File: src/rtl/fetch_decode_stage.sv
// Instruction fetch unit with IF/ID pipeline register.
// Drives the PC into the instruction cache and tolerates hit/miss latency.
// A one-entry pending buffer absorbs a fill that returns while decode is stalled.
// Branch redirects squash any in-flight miss so that its data never reaches decode.
// Handshake: icache_req/icache_addr form a request that the cache completes by
// raising icache_ready with icache_rdata in the same cycle. While icache_req=1
// and icache_ready=0, the address is held and the request is never withdrawn.
// Decode side: stall=1 while id_valid=1 means the IF/ID register must hold.
module fetch_decode_stage #(
    parameter int unsigned         PC_WIDTH = 32,
    parameter logic [PC_WIDTH-1:0] RESET_PC = 32'h0000_0000,
    parameter int unsigned         PC_STEP  = 4
) (
    input  logic                clk,
    input  logic                reset,
    output logic                icache_req,
    output logic [PC_WIDTH-1:0] icache_addr,
    input  logic                icache_ready,
    input  logic [31:0]         icache_rdata,
    input  logic                stall,
    input  logic                redirect_valid,
    input  logic [PC_WIDTH-1:0] redirect_pc,
    output logic                id_valid,
    output logic [31:0]         id_instr,
    output logic [PC_WIDTH-1:0] id_pc,
    output logic [5:0]          id_opcode,
    output logic [4:0]          id_rd,
    output logic [4:0]          id_rs,
    output logic [4:0]          id_rt,
    output logic [9:0]          id_imm,
    output logic [1:0]          dbg_state
);

    typedef enum logic [1:0] {
        ST_FETCH  = 2'd0,
        ST_WAIT   = 2'd1,
        ST_SQUASH = 2'd2
    } state_t;

    localparam logic [PC_WIDTH-1:0] STEP = PC_WIDTH'(PC_STEP);

    state_t              state_q, state_d;
    logic [PC_WIDTH-1:0] pc_q, pc_d;
    logic [PC_WIDTH-1:0] sq_addr_q, sq_addr_d;
    logic                pend_valid_q, pend_valid_d;
    logic [31:0]         pend_instr_q, pend_instr_d;
    logic [PC_WIDTH-1:0] pend_pc_q, pend_pc_d;
    logic                id_valid_q, id_valid_d;
    logic [31:0]         id_instr_q, id_instr_d;
    logic [PC_WIDTH-1:0] id_pc_q, id_pc_d;

    logic                can_load;
    logic                load;
    logic [31:0]         load_instr;
    logic [PC_WIDTH-1:0] load_pc;

    assign can_load = !(stall && id_valid_q);

    // Next-state, cache request and IF/ID load selection.
    always_comb begin
        state_d      = state_q;
        pc_d         = pc_q;
        sq_addr_d    = sq_addr_q;
        pend_valid_d = pend_valid_q;
        pend_instr_d = pend_instr_q;
        pend_pc_d    = pend_pc_q;
        id_valid_d   = id_valid_q;
        id_instr_d   = id_instr_q;
        id_pc_d      = id_pc_q;
        icache_req   = 1'b0;
        icache_addr  = pc_q;
        load         = 1'b0;
        load_instr   = icache_rdata;
        load_pc      = pc_q;

        case (state_q)
            ST_FETCH: begin
                // A buffered fill drains first; the next request goes out once it is empty.
                icache_req = can_load && !pend_valid_q;
                if (pend_valid_q && can_load) begin
                    load         = 1'b1;
                    load_instr   = pend_instr_q;
                    load_pc      = pend_pc_q;
                    pend_valid_d = 1'b0;
                end else if (icache_req) begin
                    if (icache_ready) begin
                        load = 1'b1;
                        pc_d = pc_q + STEP;
                    end else begin
                        state_d = ST_WAIT;
                    end
                end
            end
            ST_WAIT: begin
                icache_req = 1'b1;
                if (icache_ready) begin
                    if (can_load) begin
                        load = 1'b1;
                    end else begin
                        pend_valid_d = 1'b1;
                        pend_instr_d = icache_rdata;
                        pend_pc_d    = pc_q;
                    end
                    pc_d    = pc_q + STEP;
                    state_d = ST_FETCH;
                end
            end
            ST_SQUASH: begin
                // pc_q already holds the redirect target; only the old address is replayed.
                icache_req  = 1'b1;
                icache_addr = sq_addr_q;
                if (icache_ready) begin
                    state_d = ST_FETCH;
                end
            end
            default: begin
                state_d = ST_FETCH;
            end
        endcase

        if (redirect_valid) begin
            // Redirect beats stall: flush IF/ID and the buffer, keep the instruction fields.
            id_valid_d   = 1'b0;
            pend_valid_d = 1'b0;
            pc_d         = redirect_pc;
            if (icache_req && !icache_ready) begin
                state_d   = ST_SQUASH;
                sq_addr_d = icache_addr;
            end else begin
                state_d = ST_FETCH;
            end
        end else if (load) begin
            id_valid_d = 1'b1;
            id_instr_d = load_instr;
            id_pc_d    = load_pc;
        end else if (!stall) begin
            id_valid_d = 1'b0;
        end

        if (reset) begin
            icache_req = 1'b0;
        end
    end

    // State and pipeline registers with synchronous reset.
    always_ff @(posedge clk) begin
        if (reset) begin
            state_q      <= ST_FETCH;
            pc_q         <= RESET_PC;
            sq_addr_q    <= '0;
            pend_valid_q <= 1'b0;
            pend_instr_q <= '0;
            pend_pc_q    <= '0;
            id_valid_q   <= 1'b0;
            id_instr_q   <= '0;
            id_pc_q      <= '0;
        end else begin
            state_q      <= state_d;
            pc_q         <= pc_d;
            sq_addr_q    <= sq_addr_d;
            pend_valid_q <= pend_valid_d;
            pend_instr_q <= pend_instr_d;
            pend_pc_q    <= pend_pc_d;
            id_valid_q   <= id_valid_d;
            id_instr_q   <= id_instr_d;
            id_pc_q      <= id_pc_d;
        end
    end

    assign id_valid  = id_valid_q;
    assign id_instr  = id_instr_q;
    assign id_pc     = id_pc_q;
    assign id_opcode = id_instr_q[31:26];
    assign id_rd     = id_instr_q[25:21];
    assign id_rs     = id_instr_q[20:16];
    assign id_rt     = id_instr_q[15:11];
    assign id_imm    = id_instr_q[9:0];
    assign dbg_state = state_q;

endmodule

File: config.mk
export PLATFORM = sky130hd
export DESIGN_NAME = fetch_decode_stage
export DESIGN_NICKNAME = d
export VERILOG_FILES = /design/src/rtl/fetch_decode_stage.sv
export SDC_FILE = /design/constraint.sdc
export NUM_CORES = 1
export LEC_CHECK = 0
export ABC_AREA = 1
export CELL_PAD_IN_SITES_DETAIL_PLACEMENT = 0
export CELL_PAD_IN_SITES_GLOBAL_PLACEMENT = 2
export CORE_ASPECT_RATIO = 2
export CORE_MARGIN = 2
export CORE_UTILIZATION = 26
export CTS_BUF_LIST = sky130_fd_sc_hd__clkbuf_4 sky130_fd_sc_hd__clkbuf_8
export DETAILED_ROUTE_END_ITERATION = 8
export PLACE_DENSITY = 0.75
export SYNTH_ARGS = -nofsm -noshare
export SYNTH_HDL_FRONTEND = slang
export SYNTH_SLANG_ARGS = --single-unit
File: constraint.sdc
create_clock -name clk -period 1.6 [get_ports clk]
set_input_delay 0.32 -clock clk [delete_from_list [all_inputs] [get_ports clk]]
set_output_delay 0.32 -clock clk [all_outputs]
set_load 0.02 [all_outputs]
Word-level counts from Yosys, hierarchy flattened:

Cells that the tools add are included.
Widths: inputs -> output; s select.

* add/subtract/negate cells: 1
* equality and inequality tests: 10
* mux-type cells: 31
* bitwise operators: 1
* reduce and logical (&&, ||, !) cells: 18

Operators by type and width (count)
* $mux 32: 9
* $pmux 32 s2: 1
* $add 32x3->32 const B: 1
* $mux 2: 6
* $mux 1: 11
* $ne 3x3->1 const B: 3
* $reduce_and 4->1: 2
* $ne 2x2->1 const B: 3
* $pmux 1 s2: 3
* $reduce_and 3->1: 2
* $logic_and 1x1->1: 4
* $pmux 2 s2: 1
* $reduce_and 2->1: 2
* $reduce_or 2->1: 2
* $logic_not 1->1: 3
* $ne 3x1->1 const B: 1
* $reduce_bool 3->1: 1
* $eq 2x1->1 const B: 1
* $eq 2x2->1 const B: 1
* $logic_not 2->1: 1
* $ne 2x1->1 const B: 1
* $reduce_bool 2->1: 1
* $not 1->1: 1

* flip-flop bits (word level): 196
* input bits: 69
* output and inout bits: 131
* logic and storage cells: 70

Longest topological paths before layout:

Gate-level depths: netlist of run 1.

* depth in word-level cells: 7
* depth in mapped cells: 11
* depth with buffers taken out: 10

Least setup slack after synthesis of run 1:

No wires, ideal clock.

* kind: register -> register
* from: reg state_q[0] (netlist: dbg_state[0])
* to: reg sq_addr_q[11]
* library setup time: 70 ps
* arrival time: 1927 ps
* required time: 1530 ps
* setup slack: -397 ps
* cell stages (with the launch flop): 8
* path buffers: 2
* clock period less this slack: 1997 ps
* cells stage by stage: dfxtp_1 inv_1 ha_1 buf_2 clkbuf_1 o21ai_0 nand3_1 a21oi_1

* elaborated cells on any way between the ends: 8
* those cells by class: eq/ne: 2; mux: 2; reduce/logical: 4

RTL lines
* start: declaration: line 42 `state_t state_q, state_d;`
* start signal: assignment: line 158 `state_q <= state_d;`
* $eq 2x2->1: line 76 `case (state_q)`
* $mux 32: line 76
* net icache_addr[11]: line 17 `output logic [PC_WIDTH-1:0] icache_addr,`
* end signal: assignment: line 160 `sq_addr_q <= sq_addr_d;`
* end: declaration: line 44 `logic [PC_WIDTH-1:0] sq_addr_q, sq_addr_d;`

The timed path passes the listed nets, and every way through them passes these cells.
A chain may end at the register's enable or synchronous reset.

Worst setup path in the final report of run 1:

* from: reg state_q[0] (netlist: dbg_state[0])
* to: out icache_addr[18]

* longest elaborated chain between the ends: 2

RTL lines (line)
* $eq 2x2->1: 76
* $mux 32: 76
* end: declaration: 17

No other way between the ends.

==> impl_metrics.json, run 1 <==
{
  "synth_nets": 1406,
  "cp-start-kind": "flip-flop",
  "setup_viol": 216,
  "wl_um": 42660,
  "port_buffers": 199,
  "crit_fanout": 6,
  "place_ws_ps": -624.9,
  "syn2layout_area_growth_pct": 74.80,
  "violations": "negative setup slack",
  "yosysSeqAreaShare": 0.4263,
  "drv_slew": 0,
  "relSlewSlack": 0.4492,
  "total_power_uw": 12790,
  "ys_ff_latch": 196,
  "fin_crit_ps": 2116,
  "avgSynthCellArea_um2": 6.910,
  "power.leakage_uw": 0.006520,
  "grt_overflow": 0,
  "clk_pin_slew_worst_paths_ps": 100,
  "clock_latency_ps": 500,
  "wl_per_cell_um": 20.08,
  "worst_slew_pin_slew_ps": 826.2,
  "dieArea_um2": 37010,
  "cts_sinks": 196,
  "grt_max_degree": 68,
  "core_area_um2": 34950,
  "cp-end-kind": "primary output",
  "cpPeakStageDelay_ps": 370,
  "required_ps": 1280,
  "rsz0062_at_grt": "yes",
  "final-hold-violation-count": 0,
  "fin_nets": 1741,
  "hold_path.class": "in2reg",
  "gp_congestion": 0.8509,
  "clockBufferDepth": 2,
  "fin_util": 0.4603,
  "path_delay_family": "buffers and inverters",
  "grt_pass1_wl_um": 58020,
  "fin_skew_ps": 10.34,
  "setup_ws_ps": -516.4,
  "cts_hold_buffers": 0,
  "fmax_mhz": 472.5,
  "die_w_um": 137.0,
  "drive_gt1_frac": 0.3909,
  "dr.pass1.iters": 4,
  "ir_worst_vdd_mv": 0.6143,
  "slowest_stage": "dfxtp_4",
  "num_io_pins": 200,
  "power_density_nw_per_um2": 794.9,
  "nFillCells": 3583,
  "hpwl_um": 24810,
  "drt-initial-drc-count": 433,
  "status": "complete, but fails checks",
  "die_y_um": 270.1,
  "ant_nets": 0,
  "cts_tree": "yes",
  "track_usage": 0.2074,
  "min_period_over_period": 1.323,
  "ys_warn_count": 0,
  "start_util": 0.2633,
  "path_buf_inv": 4,
  "antenna_found_initial": 1,
  "critPathKind": "reg2out",
  "yosysUniqueCellTypes": 25,
  "root_buffer": "clkbuf_8",
  "fp-row-count": 97,
  "grt_pass1_vias": 9824,
  "viasPerCell": 4.862,
  "syn_area_um2": 9204,
  "netlist_instances": 1332,
  "cp.arrival_ps": 1800,
  "cts_max_level": 4,
  "max-cap-violations": 0,
  "vias": 10330,
  "cp_cell_sequence": "inv_4 -> ha_4 -> buf_12 -> buf_16 -> o21ai_1 -> buf_4",
  "drc": 0,
  "cts_buffers": 17
}
## cell usage in the layout (no fill, tap or decap), drive strengths merged, types with 35 or more instances in the layout
| master | synthesis | routed |
|---|---|---|
| clkdlybuf4s50 | 0 | 67 |
| dlygate4sd2 | 0 | 45 |
| clkbuf | 58 | 66 |
| o21ai | 195 | 195 |
| dfxtp | 196 | 196 |
| inv | 93 | 90 |
| nand3 | 55 | 55 |
| nor2 | 212 | 212 |
| a21oi | 111 | 111 |
| buf | 71 | 265 |
| a211oi | 35 | 35 |
| nand2 | 228 | 228 |
## layout make-up
cell class                      instances  area, um^2  share of cell area
Multi-Input combinational cell        914        5816              0.3615
Timing Repair Buffer                  444        4975              0.3092
Sequential cell                       196        3936              0.2447
Tap cell                              445       556.8             0.03461
Inverter                               93       402.9             0.02504
Clock buffer                           21       282.8             0.01758
Clock inverter                          9       105.1            0.006533
Timing Repair inverter                  1       11.26           0.0007000
Antenna cell                            1       2.502           0.0001555
## final timing paths
kind | startpoint | end | slack [ps] | cells past startpoint
worst max-delay path | dbg_state[0] | icache_addr[18] | -520 | 6
worst min register to register | pend_pc_q[9] | pend_pc_q[9] | 460 | 2
worst max register to register | dbg_state[1] | id_instr[17] | -350 | 11
worst min-delay path | redirect_pc[0] | pc_q[0] | 430 | 3
## where the power goes
part           switching (uW)  leakage, uW  internal [uW]
clock network            1870     0.000201           1510
logic                    2130      0.00472           1920
registers                 223      0.00160           5140
total                    4230      0.00652           8560
## sequential cells by signal, indices dropped and copies added (netlist names)
register,flops
id_instr,32
id_pc,32
pc_q,32
pend_instr_q,32
pend_pc_q,32
sq_addr_q,32
dbg_state,2
id_valid,1
pend_valid_q,1
## tightest hold or removal path, delay by kind of cell
family	cells	cell delay [ps]
buffers and inverters	1	420
AND/OR/NAND/NOR	2	150
## cells in the mapped netlist
cell type	number	area, um^2
a211oi_1	35	262.8
a21oi_1	111	555.5
a22o_1	1	8.760
a31oi_1	33	206.5
buf_1	7	26.28
buf_2	26	130.1
buf_4	37	277.8
buf_6	1	11.26
clkbuf_1	57	214.0
clkbuf_2	1	5.000
dfxtp_1	196	3924
ha_1	5	62.56
inv_1	89	334.1
inv_2	4	15.01
nand2_1	228	855.8
nand3_1	54	270.3
nand3_2	1	10.01
nand4_1	32	200.2
nor2_1	207	777.0
nor2_2	4	25.02
nor2_4	1	11.26
nor3_1	3	15.01
o21ai_0	185	925.9
o21ai_1	10	50.05
o31ai_1	4	30.03
## through the flow
step | hold slack, ps | instance area (um^2) | setup TNS (ps) | std cells
after floorplan | 430.0 | 9276 | -3861 | 1332
after global placement | 436.8 | 12530 | -94740 | 1998
after detailed placement | 440.8 | 12530 | -100770 | 1998
after CTS | 365.0 | 14580 | -47580 | 2081
after global routing | 412.9 | 16090 | -65750 | 2124
final | 425.5 | 16090 | -53210 | 2124
## kinds of logic after synthesis
logic type,Yosys count,share of synthesized area
fa+ha+maj,5,0.006797
compound gates,379,0.2216
simple gates,530,0.2352
buf+inv,222,0.1101
flops,196,0.4263
## layer usage
metal,wire [um],GRT usage
met1,14990,0.2125
met2,24640,0.4035
met3,1080,0.02928
met4,1941,0.08681
met5,0,0
## timing repair
item / CTS / global route
pin swaps: 58 / 75
gates resized for setup: 516 / 407
endpoints found under the hold margin: 0 / 0
gates cloned: 24 / 23
buffers inserted: 29 / 27
setup endpoints to repair: 313 / 263
Note: power is estimated with default switching activity, not from simulation.
==> run 2: changes to the inputs <==
CORE_UTILIZATION = 29   (was 26)
PLACE_DENSITY = 0.79   (was 0.75)
clock period = 2.2 ns   (was 1.6 ns; I/O delays follow)
==> run 2 against run 1 <==
  * The run still ends with negative setup slack left
  * First-iteration DRC count down 1.2%
  * Critical path depth up 1
  * Sequential share of layout area up 6.1 points
  * Worst setup slack better by 460 ps
  * Sequential power down 28%
  * Total power down 35%
  * Final cell count down 8.3%
  * Die area down 10%
  * Combinational power down 49%
  * Wire length down 23%
  * Critical endpoint is now icache_addr[31]
==> impl_metrics.json, run 2 (same netlist as run 1, synthesis figures left out) <==
{
  "place_ws_ps": -287.2,
  "viasPerCell": 4.803,
  "vias": 9357,
  "required_ps": 1760,
  "drv_slew": 0,
  "fin_nets": 1585,
  "grt_pass1_vias": 8987,
  "gp_congestion": 0.8684,
  "setup_viol": 15,
  "clock_latency_ps": 520,
  "port_buffers": 199,
  "cp-start-kind": "flip-flop",
  "cts_max_level": 4,
  "final_cells": 1948,
  "fin_util": 0.4091,
  "die_y_um": 255.9,
  "clockBufferDepth": 2,
  "status": "complete, but fails checks",
  "dieArea_um2": 33260,
  "wl_per_cell_um": 16.86,
  "grt_max_degree": 53,
  "placed_cells": 1895,
  "rsz0062_at_grt": "yes",
  "worst_slew_pin_slew_ps": 699.8,
  "cts_hold_buffers": 0,
  "final_cell_mix": "205 x nor2_1, 204 x nand2_1, 193 x dfxtp_1",
  "track_usage": 0.1963,
  "cp.arrival_ps": 1820,
  "drive_gt1_frac": 0.1568,
  "fin_crit_ps": 2258,
  "ant_nets": 0,
  "max-cap-violations": 0,
  "root_buffer": "clkbuf_8",
  "power.leakage_uw": 0.004767,
  "grt_overflow": 0,
  "antenna_found_initial": 1,
  "start_util": 0.2929,
  "crit_fanout": 8,
  "total_power_uw": 8322,
  "fp-row-count": 92,
  "cts_sinks": 196,
  "drt-initial-drc-count": 428,
  "fin_skew_ps": 18.12,
  "hold_path.class": "reg2reg",
  "dr.pass1.iters": 5,
  "final_common_cell": "nor2_1",
  "fin_area_um2": 12850,
  "relSlewSlack": 0.5335,
  "final-hold-violation-count": 0,
  "cp-end-kind": "primary output",
  "setup_ws_ps": -57.63,
  "syn2layout_area_growth_pct": 39.67,
  "power_density_nw_per_um2": 647.4,
  "fmax_mhz": 442.9,
  "clk_pin_slew_worst_paths_ps": 100,
  "die_w_um": 130.0,
  "critPathKind": "reg2out",
  "violations": "negative setup slack",
  "drc": 0,
  "num_io_pins": 200,
  "ir_worst_vdd_mv": 0.3580,
  "placed_area_um2": 11750,
  "wl_um": 32840,
  "core_area_um2": 31430,
  "cts_buffers": 17,
  "grt_pass1_wl_um": 49940,
  "hpwl_um": 23130,
  "cts_tree": "yes",
  "min_period_over_period": 1.026
}
run 2: per-layer routing:
metal | up-vias | part of all wire | track usage
met3 | 56 | 0.033 | 0.03344
met5 | - | 0 | 0
met4 | 0 | 0.047 | 0.1013
met1 | 4306 | 0.38 | 0.2068
met2 | 235 | 0.54 | 0.3626
li1 | 4760 | - | -
run 2: worst max-delay path: stages (launching register included):
cell and delay (ps):
dfxtp_2 350, inv_2 50, ha_4 170, buf_12 140, buf_8 140, buf_16 150, o21ai_4 170, buf_6 140
run 2: report_power, final:
group	switching, uW	leakage (uW)	total [uW]	internal (uW)
clock network	1450	0.000190	2370	924
registers	148	0.00160	3880	3740
logic	1150	0.00298	2070	917
run 2: cell type report:
class	instances	area (um^2)
flip-flops and latches	196	3930
multi-input cells	914	4679
diodes	1	2.502
clock buffers	17	234.0
repair buffers	289	2984
fillers	3328	18570
inverters	93	350.3
clock inverters	15	145.1
well taps	423	529.3
run 2: what timing repair did:
item	4_1_cts	5_1_grt
resized for setup	235	62
setup buffers	12	5
gates cloned	3	2
pin swaps	11	4
endpoints found under the setup margin	33	68
run 2: final timing paths:
kind	start	to	slack [ps]	depth (start not counted)
worst max-delay path	dbg_state[0]	icache_addr[31]	-60	7
worst min-delay path	pend_pc_q[15]	pend_pc_q[15]	450	2
worst max register to register	dbg_state[0]	sq_addr_q[31]	0	15
worst min register to register	pend_pc_q[15]	pend_pc_q[15]	450	2
run 2: through the flow:
| step | hold slack (ps) | TNS [ps] |
|---|---|---|
| 2_1_floorplan | 429.7 | 0 |
| 3_3_place_gp | 437.4 | -3256 |
| 3_5_place_dp | 441.3 | -4506 |
| 4_1_cts | 442.0 | -1071 |
| 5_1_grt | 477.3 | -5478 |
| 6_report | 454.0 | -337.7 |
